<file path="config.mk">
export PLATFORM = sky130hd
export DESIGN_NAME = neokeon_decrypt_core
export DESIGN_NICKNAME = d
export VERILOG_FILES = /design/src/rtl/neokeon_decrypt_core.sv
export SDC_FILE = /design/constraint.sdc
export NUM_CORES = 2
export LEC_CHECK = 0
export CORE_MARGIN = 3
export CORE_UTILIZATION = 55
export DETAILED_ROUTE_END_ITERATION = 8
export PLACE_DENSITY_LB_ADDON = 0.3
export SLEW_MARGIN = 20
export SYNTH_ARGS = -nofsm -noshare
export SYNTH_HDL_FRONTEND = slang
export SYNTH_SLANG_ARGS = --single-unit
</file>
<file path="constraint.sdc">
create_clock -name clk -period 23.1 [get_ports clk]
set_input_delay 6.93 -clock clk [delete_from_list [all_inputs] [get_ports clk]]
set_output_delay 6.93 -clock clk [all_outputs]
set_load 0.1 [all_outputs]
</file>
<file path="src/rtl/neokeon_decrypt_core.sv">
// Iterative NEOKEON-128 block decryptor, one round per clock, valid/ready on both sides.
// Optional key cache (skip KEYPREP on repeated key): define NEOKEON_DEC_KEYCACHE_EN.
module neokeon_decrypt_core #(
  parameter int          ROUNDS  = 16,
  parameter logic [7:0]  RC_LAST = 8'hD4
) (
  input  logic         clk,
  input  logic         rst,
  input  logic         in_valid,
  output logic         in_ready,
  input  logic [127:0] inDataKey,
  input  logic [127:0] inDataState,
  output logic         out_valid,
  input  logic         out_ready,
  output logic [127:0] outDataState,
  output logic         busy
);

  typedef enum logic [2:0] {
    IDLE    = 3'd0,
    KEYPREP = 3'd1,
    ROUND   = 3'd2,
    FINAL   = 3'd3,
    HOLD    = 3'd4
  } state_t;

  state_t       r_state;
  state_t       w_nextState;
  logic [127:0] r_key;
  logic [127:0] r_keyPrime;
  logic [127:0] r_data;
  logic [127:0] r_outData;
  logic [7:0]   r_rc;
  logic [3:0]   r_count;
  logic         r_inReady;
  logic         r_outValid;

  logic         w_accept;
  logic         w_cacheHit;
  logic         w_lastRound;
  logic [7:0]   w_rcNext;
  logic [127:0] w_thetaOut;
  logic [127:0] w_roundOut;
  logic [127:0] w_finalOut;

  function automatic logic [31:0] rotl(input logic [31:0] x, input int n);
    return (x << n) | (x >> (32 - n));
  endfunction

  function automatic logic [127:0] theta(input logic [127:0] k, input logic [127:0] a);
    logic [31:0] a0, a1, a2, a3, t;
    a0 = a[127:96];
    a1 = a[95:64];
    a2 = a[63:32];
    a3 = a[31:0];
    t  = a0 ^ a2;
    t  = t ^ rotl(t, 8) ^ rotl(t, 24);
    a1 = a1 ^ t;
    a3 = a3 ^ t;
    a0 = a0 ^ k[127:96];
    a1 = a1 ^ k[95:64];
    a2 = a2 ^ k[63:32];
    a3 = a3 ^ k[31:0];
    t  = a1 ^ a3;
    t  = t ^ rotl(t, 8) ^ rotl(t, 24);
    a0 = a0 ^ t;
    a2 = a2 ^ t;
    return {a0, a1, a2, a3};
  endfunction

  function automatic logic [127:0] pi1(input logic [127:0] a);
    return {a[127:96], rotl(a[95:64], 1), rotl(a[63:32], 5), rotl(a[31:0], 2)};
  endfunction

  function automatic logic [127:0] pi2(input logic [127:0] a);
    return {a[127:96], rotl(a[95:64], 31), rotl(a[63:32], 27), rotl(a[31:0], 30)};
  endfunction

  // Gamma is its own inverse, so the encryption S-box network is reused unchanged.
  function automatic logic [127:0] gamma(input logic [127:0] a);
    logic [31:0] a0, a1, a2, a3, t;
    a0 = a[127:96];
    a1 = a[95:64];
    a2 = a[63:32];
    a3 = a[31:0];
    a1 = a1 ^ (~a3 & ~a2);
    a0 = a0 ^ (a2 & a1);
    t  = a3;
    a3 = a0;
    a0 = t;
    a2 = a2 ^ a0 ^ a1 ^ a3;
    a1 = a1 ^ (~a3 & ~a2);
    a0 = a0 ^ (a2 & a1);
    return {a0, a1, a2, a3};
  endfunction

  assign w_accept    = (r_state == IDLE) && in_valid && r_inReady;
  assign w_lastRound = (r_count == 4'(ROUNDS - 1));
  assign w_rcNext    = r_rc[0] ? (((r_rc ^ 8'h1B) >> 1) | 8'h80) : (r_rc >> 1);
  assign w_thetaOut  = theta(r_keyPrime, r_data);
  assign w_roundOut  = pi2(gamma(pi1(w_thetaOut ^ {24'h0, r_rc, 96'h0})));
  assign w_finalOut  = w_thetaOut ^ {24'h0, r_rc, 96'h0};

`ifdef NEOKEON_DEC_KEYCACHE_EN
  logic r_cacheValid;

  // r_key and r_keyPrime persist after a block, so a valid bit is all the cache needs.
  always_ff @(posedge clk or posedge rst) begin
    if (rst) begin
      r_cacheValid <= 1'b0;
    end else if (r_state == KEYPREP) begin
      r_cacheValid <= 1'b1;
    end
  end

  assign w_cacheHit = r_cacheValid && (inDataKey == r_key);
`else
  assign w_cacheHit = 1'b0;
`endif

  always_comb begin
    w_nextState = r_state;
    unique case (r_state)
      IDLE:    if (w_accept) w_nextState = w_cacheHit ? ROUND : KEYPREP;
      KEYPREP: w_nextState = ROUND;
      ROUND:   if (w_lastRound) w_nextState = FINAL;
      FINAL:   w_nextState = HOLD;
      HOLD:    if (r_outValid && out_ready) w_nextState = IDLE;
      default: w_nextState = IDLE;
    endcase
  end

  always_ff @(posedge clk or posedge rst) begin
    if (rst) begin
      r_state    <= IDLE;
      r_key      <= '0;
      r_keyPrime <= '0;
      r_data     <= '0;
      r_outData  <= '0;
      r_rc       <= '0;
      r_count    <= '0;
      r_inReady  <= 1'b0;
      r_outValid <= 1'b0;
    end else begin
      r_state   <= w_nextState;
      r_inReady <= (w_nextState == IDLE);
      case (r_state)
        IDLE: begin
          // rc/count are preloaded here too so a cache hit can enter ROUND directly.
          if (w_accept) begin
            r_key   <= inDataKey;
            r_data  <= inDataState;
            r_rc    <= RC_LAST;
            r_count <= '0;
          end
        end
        KEYPREP: begin
          r_keyPrime <= theta(128'h0, r_key);
          r_rc       <= RC_LAST;
          r_count    <= '0;
        end
        ROUND: begin
          r_data  <= w_roundOut;
          r_rc    <= w_rcNext;
          r_count <= r_count + 4'd1;
        end
        FINAL: begin
          r_data     <= w_finalOut;
          r_outData  <= w_finalOut;
          r_outValid <= 1'b1;
        end
        HOLD: begin
          if (r_outValid && out_ready) r_outValid <= 1'b0;
        end
        default: ;
      endcase
    end
  end

  assign in_ready     = r_inReady;
  assign out_valid    = r_outValid;
  assign outDataState = r_outData;
  assign busy         = (r_state != IDLE);

endmodule

</file>
Word-level counts from Yosys, hierarchy flattened
Cells that the tools add are included.

Flip-flop bits (word level): 529. Input port bits: 260. Output and inout bits: 131. Logic and storage cells: 98.

Add/subtract/negate cells: 1. Equal/unequal tests: 7. Muxes and demuxes: 13. Bitwise operators: 55. Reductions and logical operators: 13.

Operators by type and width (count): $xor A32 B32 Y32 (31); $pmux W128 S3 (1); $and A32 B32 Y32 (4); $mux W128 (1); $not A32 Y32 (4); $or A32 B24 Y32 (4); $or A32 B8 Y32 (4); $xor A128 B104 Y128 (1); $or A32 B1 Y32 (1); $or A32 B2 Y32 (1); $or A32 B27 Y32 (1); $or A32 B30 Y32 (1); $or A32 B31 Y32 (1); $or A32 B5 Y32 (1); $pmux W8 S3 (1); $mux W8 (2); $pmux W3 S5 (1); $pmux W4 S3 (1); $mux W3 (3); $reduce_bool A3 Y1 (3); $reduce_and A2 Y1 (4); $eq A3 B2 Y1 const B (2); $logic_not A3 Y1 (2); $add A4 B1 Y4 const B (1); other kinds (10) (13).

Longest topological paths before layout
Depth after elaboration: 25. Gate-level depth with buffers: 13. Gate-level depth less buffers: 13.

Least setup slack after synthesis
No wires, ideal clock.

Kind: flip-flop to output port. Start: reg r_state[2]. End: out busy. Arrival: 1686 ps. Path slack: 14484 ps. Stages on the path, launching flop included: 4. Buffers on the path: 2. Path through: dfrtp_1 -> clkbuf_1 -> buf_1 -> or3_1.

Cells in the longest elaborated chain, start to end: 1.

Ends and longest elaborated chain: start: declaration (RTL line 27) `state_t r_state;`; start signal: assignment (RTL line 145) `r_state <= w_nextState;`; $reduce_bool A3 Y1 (RTL line 183) `assign busy = (r_state != IDLE);`; end: declaration (RTL line 16) `output logic busy`.

Every way passes these cells.

==> impl_metrics.py <==
metrics = {
    "global_route": {
        "gr-total-overflow": 0,
        "grt_max_degree": 135,
        "first_global_vias": 25800,
        "grt_pass1_wl_um": 173000,
        "antenna_found_initial": 5,
        "grt_usage": 0.360,
    },
    "worst_hold_path": {
        "hp_start": "outDataState[93]",
        "min-delay-path-class": "reg -> reg",
    },
    "clock_tree": {
        "postCtsSetupRepairBufs": 0,
        "cts_hold_buffers": 0,
        "post_cts_resized": 0,
        "cts_num_sinks": 529,
        "cts_inserted_buffers": 56,
        "clock_latency_ns": 0.64,
        "cts-root-buf": "sky130_fd_sc_hd__clkbuf_16",
        "ctsLongestPathBuffers": 3,
        "cts_tree": "yes",
        "htree_num_levels": 2,
        "clk_pin_slew_ns": 0.06,
    },
    "logic_synthesis": {
        "syn_inst": 3140,
        "post_synth_main_area_contributors": "sky130_fd_sc_hd__dfrtp_1 39%, sky130_fd_sc_hd__xnor3_1 11%, sky130_fd_sc_hd__xnor2_1 11%",
        "ys_seq_elements": 529,
        "synth_warnings": 0,
        "syn_avg_cell_area_um2": 10.9,
        "fraction_of_post_synthesis_cell_area_in_the_top_cell_type_by_area": 0.387,
        "synth-edff-count": 0,
        "synth_ff_type": "sky130_fd_sc_hd__dfrtp_1",
        "mappedNetlistNets": 3432,
        "syn_area_um2": 34200,
        "synth.distinct_cells": 65,
        "ys_async_sr_fraction": 1.00,
        "synth_top_area_cell": "sky130_fd_sc_hd__dfrtp_1",
        "synth_sequential_area_ratio": 0.387,
    },
    "floorplan": {
        "die_height_um": 255,
        "io_pins": 391,
        "floorplan_row_count": 90,
        "initial_utilization": 0.562,
        "coreArea_um2": 60900,
        "fp.dieArea_um2": 65300,
        "dieWidth_um": 255,
    },
    "run_status": {
        "status": "complete, no violations",
    },
    "sta": {
        "grt_setup_unrepaired": "no",
        "max_clock_freq_ghz": 0.0985,
        "drv_slew": 0,
        "setup-tns-final_ns": 0,
        "layout_min_cycle_time_ns": 10.15,
        "timing_hold_violations_final": 0,
        "relSlewSlack": 0.299,
        "fin_skew_ns": 0.0235,
        "period_share": 0.439,
        "max_slew.worst_pin.slew_ns": 1.05,
        "setup_viol": 0,
    },
    "drt": {
        "number_of_nets_with_antenna_violations_after_routing": 0,
        "drt_first_iter_violations": 2975,
        "vias_per_cell": 5.98,
        "route.vias.total": 26000,
        "drt-pass1-iter-count": 6,
        "postRouteWirelength_um": 119000,
        "drc_violation_count_after_routing": 0,
        "route.detailed.wl_per_inst_um": 27.4,
    },
    "critical_path": {
        "end_kind": "async pin",
        "timing_worst_setup_path_type": "in -> async",
        "worstReg2RegStart": "r_state[2]",
        "worstPathMaxFanout": 121,
        "signal_arrival_time_at_the_worst_endpoint_ns": 10.77,
        "required_ns": 23.73,
        "startpoint_type": "input port",
        "startpoint": "rst",
    },
    "flow_run": {
        "maxCapViolCount": 0,
    },
    "finish": {
        "most-common-layout-cells": "529 x sky130_fd_sc_hd__dfrtp_1, 437 x sky130_fd_sc_hd__nand2_1, 427 x sky130_fd_sc_hd__xnor2_1",
        "final_area_um2": 41000,
        "final_common_cell": "sky130_fd_sc_hd__dfrtp_1",
        "design.final.nets": 3765,
        "synthToLayoutAreaGrowth_pct": 19.9,
        "antenna_cells_inserted": 0,
        "post_route_cells_drive_above_1_share": 0.107,
    },
    "place": {
        "place_area_um2": 38900,
        "place_congestion": 1.01,
        "place_hpwl_um": 91900,
        "port_buffers": 390,
    },
}
-- through the flow --
| stage | worst slack, ns | hold WS (ns) | utilization | std cells |
|---|---|---|---|---|
| after floorplan | 1.39 | 0.450 | - | 3140 |
| after global placement | 12.30 | 0.461 | 0.639 | 4242 |
| after detailed placement | 12.19 | 0.464 | 0.639 | 4242 |
| after CTS | 12.85 | 0.479 | 0.673 | 4346 |
| after global routing | 12.45 | 0.494 | 0.674 | 4347 |
| final | 12.95 | 0.476 | 0.674 | 4347 |
-- worst max-delay path, stage by stage --
cell and delay (ns):
sky130_fd_sc_hd__clkdlybuf4s50_1 0.49, sky130_fd_sc_hd__inv_8 0.64, sky130_fd_sc_hd__buf_4 0.84, sky130_fd_sc_hd__buf_4 0.78, sky130_fd_sc_hd__buf_4 0.85
-- cell usage after synthesis, types with 8 or more instances --
library cell	instances
sky130_fd_sc_hd__a211oi_1	23
sky130_fd_sc_hd__a21o_1	21
sky130_fd_sc_hd__a21oi_1	88
sky130_fd_sc_hd__a222oi_1	13
sky130_fd_sc_hd__a31oi_1	22
sky130_fd_sc_hd__buf_1	13
sky130_fd_sc_hd__clkbuf_1	129
sky130_fd_sc_hd__dfrtp_1	529
sky130_fd_sc_hd__ha_1	32
sky130_fd_sc_hd__inv_1	27
sky130_fd_sc_hd__mux2_2	128
sky130_fd_sc_hd__nand2_1	439
sky130_fd_sc_hd__nand2b_1	9
sky130_fd_sc_hd__nand3_1	28
sky130_fd_sc_hd__nor2_1	181
sky130_fd_sc_hd__nor2b_1	12
sky130_fd_sc_hd__nor3_1	29
sky130_fd_sc_hd__o211ai_1	8
sky130_fd_sc_hd__o21ai_0	264
sky130_fd_sc_hd__o21ai_1	30
sky130_fd_sc_hd__o221ai_1	14
sky130_fd_sc_hd__o22a_1	9
sky130_fd_sc_hd__o22ai_1	19
sky130_fd_sc_hd__o32a_1	27
sky130_fd_sc_hd__or2_2	8
sky130_fd_sc_hd__xnor2_1	427
sky130_fd_sc_hd__xnor2_2	57
sky130_fd_sc_hd__xnor2_4	17
sky130_fd_sc_hd__xnor3_1	167
sky130_fd_sc_hd__xnor3_2	12
sky130_fd_sc_hd__xor2_1	243
sky130_fd_sc_hd__xor3_1	17
-- registers in the layout, indices dropped and copies added (netlist names), 3 cells and up --
| name | flops |
|---|---|
| outDataState | 128 |
| r_count | 4 |
| r_data | 128 |
| r_key | 128 |
| r_keyPrime | 128 |
| r_rc | 8 |
| r_state | 3 |
-- kinds of logic (layout without fill, tap and decap cells) --
| logic type | Yosys count | count (layout) | share of synthesized area |
|---|---|---|---|
| AOI/OAI and AO/OA | 581 | 581 | 0.103 |
| xor gates and xnor gates | 948 | 948 | 0.346 |
| adders and majority gates | 32 | 32 | 0.0117 |
| and+or+nand+nor | 737 | 737 | 0.0881 |
| muxes | 137 | 137 | 0.0448 |
| DFF | 529 | 529 | 0.387 |
| buffers and inverters | 176 | 555 | 0.0193 |
-- area by class of cell --
class                           instances  area (um2)
Clock buffer                           68        1560
Clock inverter                         36         544
Fill cell                            4619       19900
Inverter                               33         131
Multi-Input combinational cell       2435       20400
Sequential cell                       529       13200
Tap cell                              828        1040
Timing Repair Buffer                  418        4140
-- layer usage --
| layer | up-vias | share of wire | GRT usage |
|---|---|---|---|
| met2 | 1404 | 0.43 | 0.531 |
| met3 | 228 | 0.10 | 0.0767 |
| met4 | 4 | 0.050 | 0.154 |
| met5 | - | 0.00020 | 0 |
| met1 | 13000 | 0.42 | 0.517 |
| li1 | 11400 | - | - |
-- worst paths after layout --
kind | endpoint | slack [ns] | cells after the start
min in group asynchronous | r_key[70] | 6.89 | 2
min reg2reg | outDataState[93] | 0.48 | 2
max | r_state[1] | 12.95 | 5
min | outDataState[93] | 0.48 | 2
max reg2reg | r_count[2] | 18.17 | 9
max in group clk | busy | 13.45 | 2
Power is left out: the tool's default activity adds up to more than one toggle a clock period on the data nets, which glitch-free logic cannot reach.
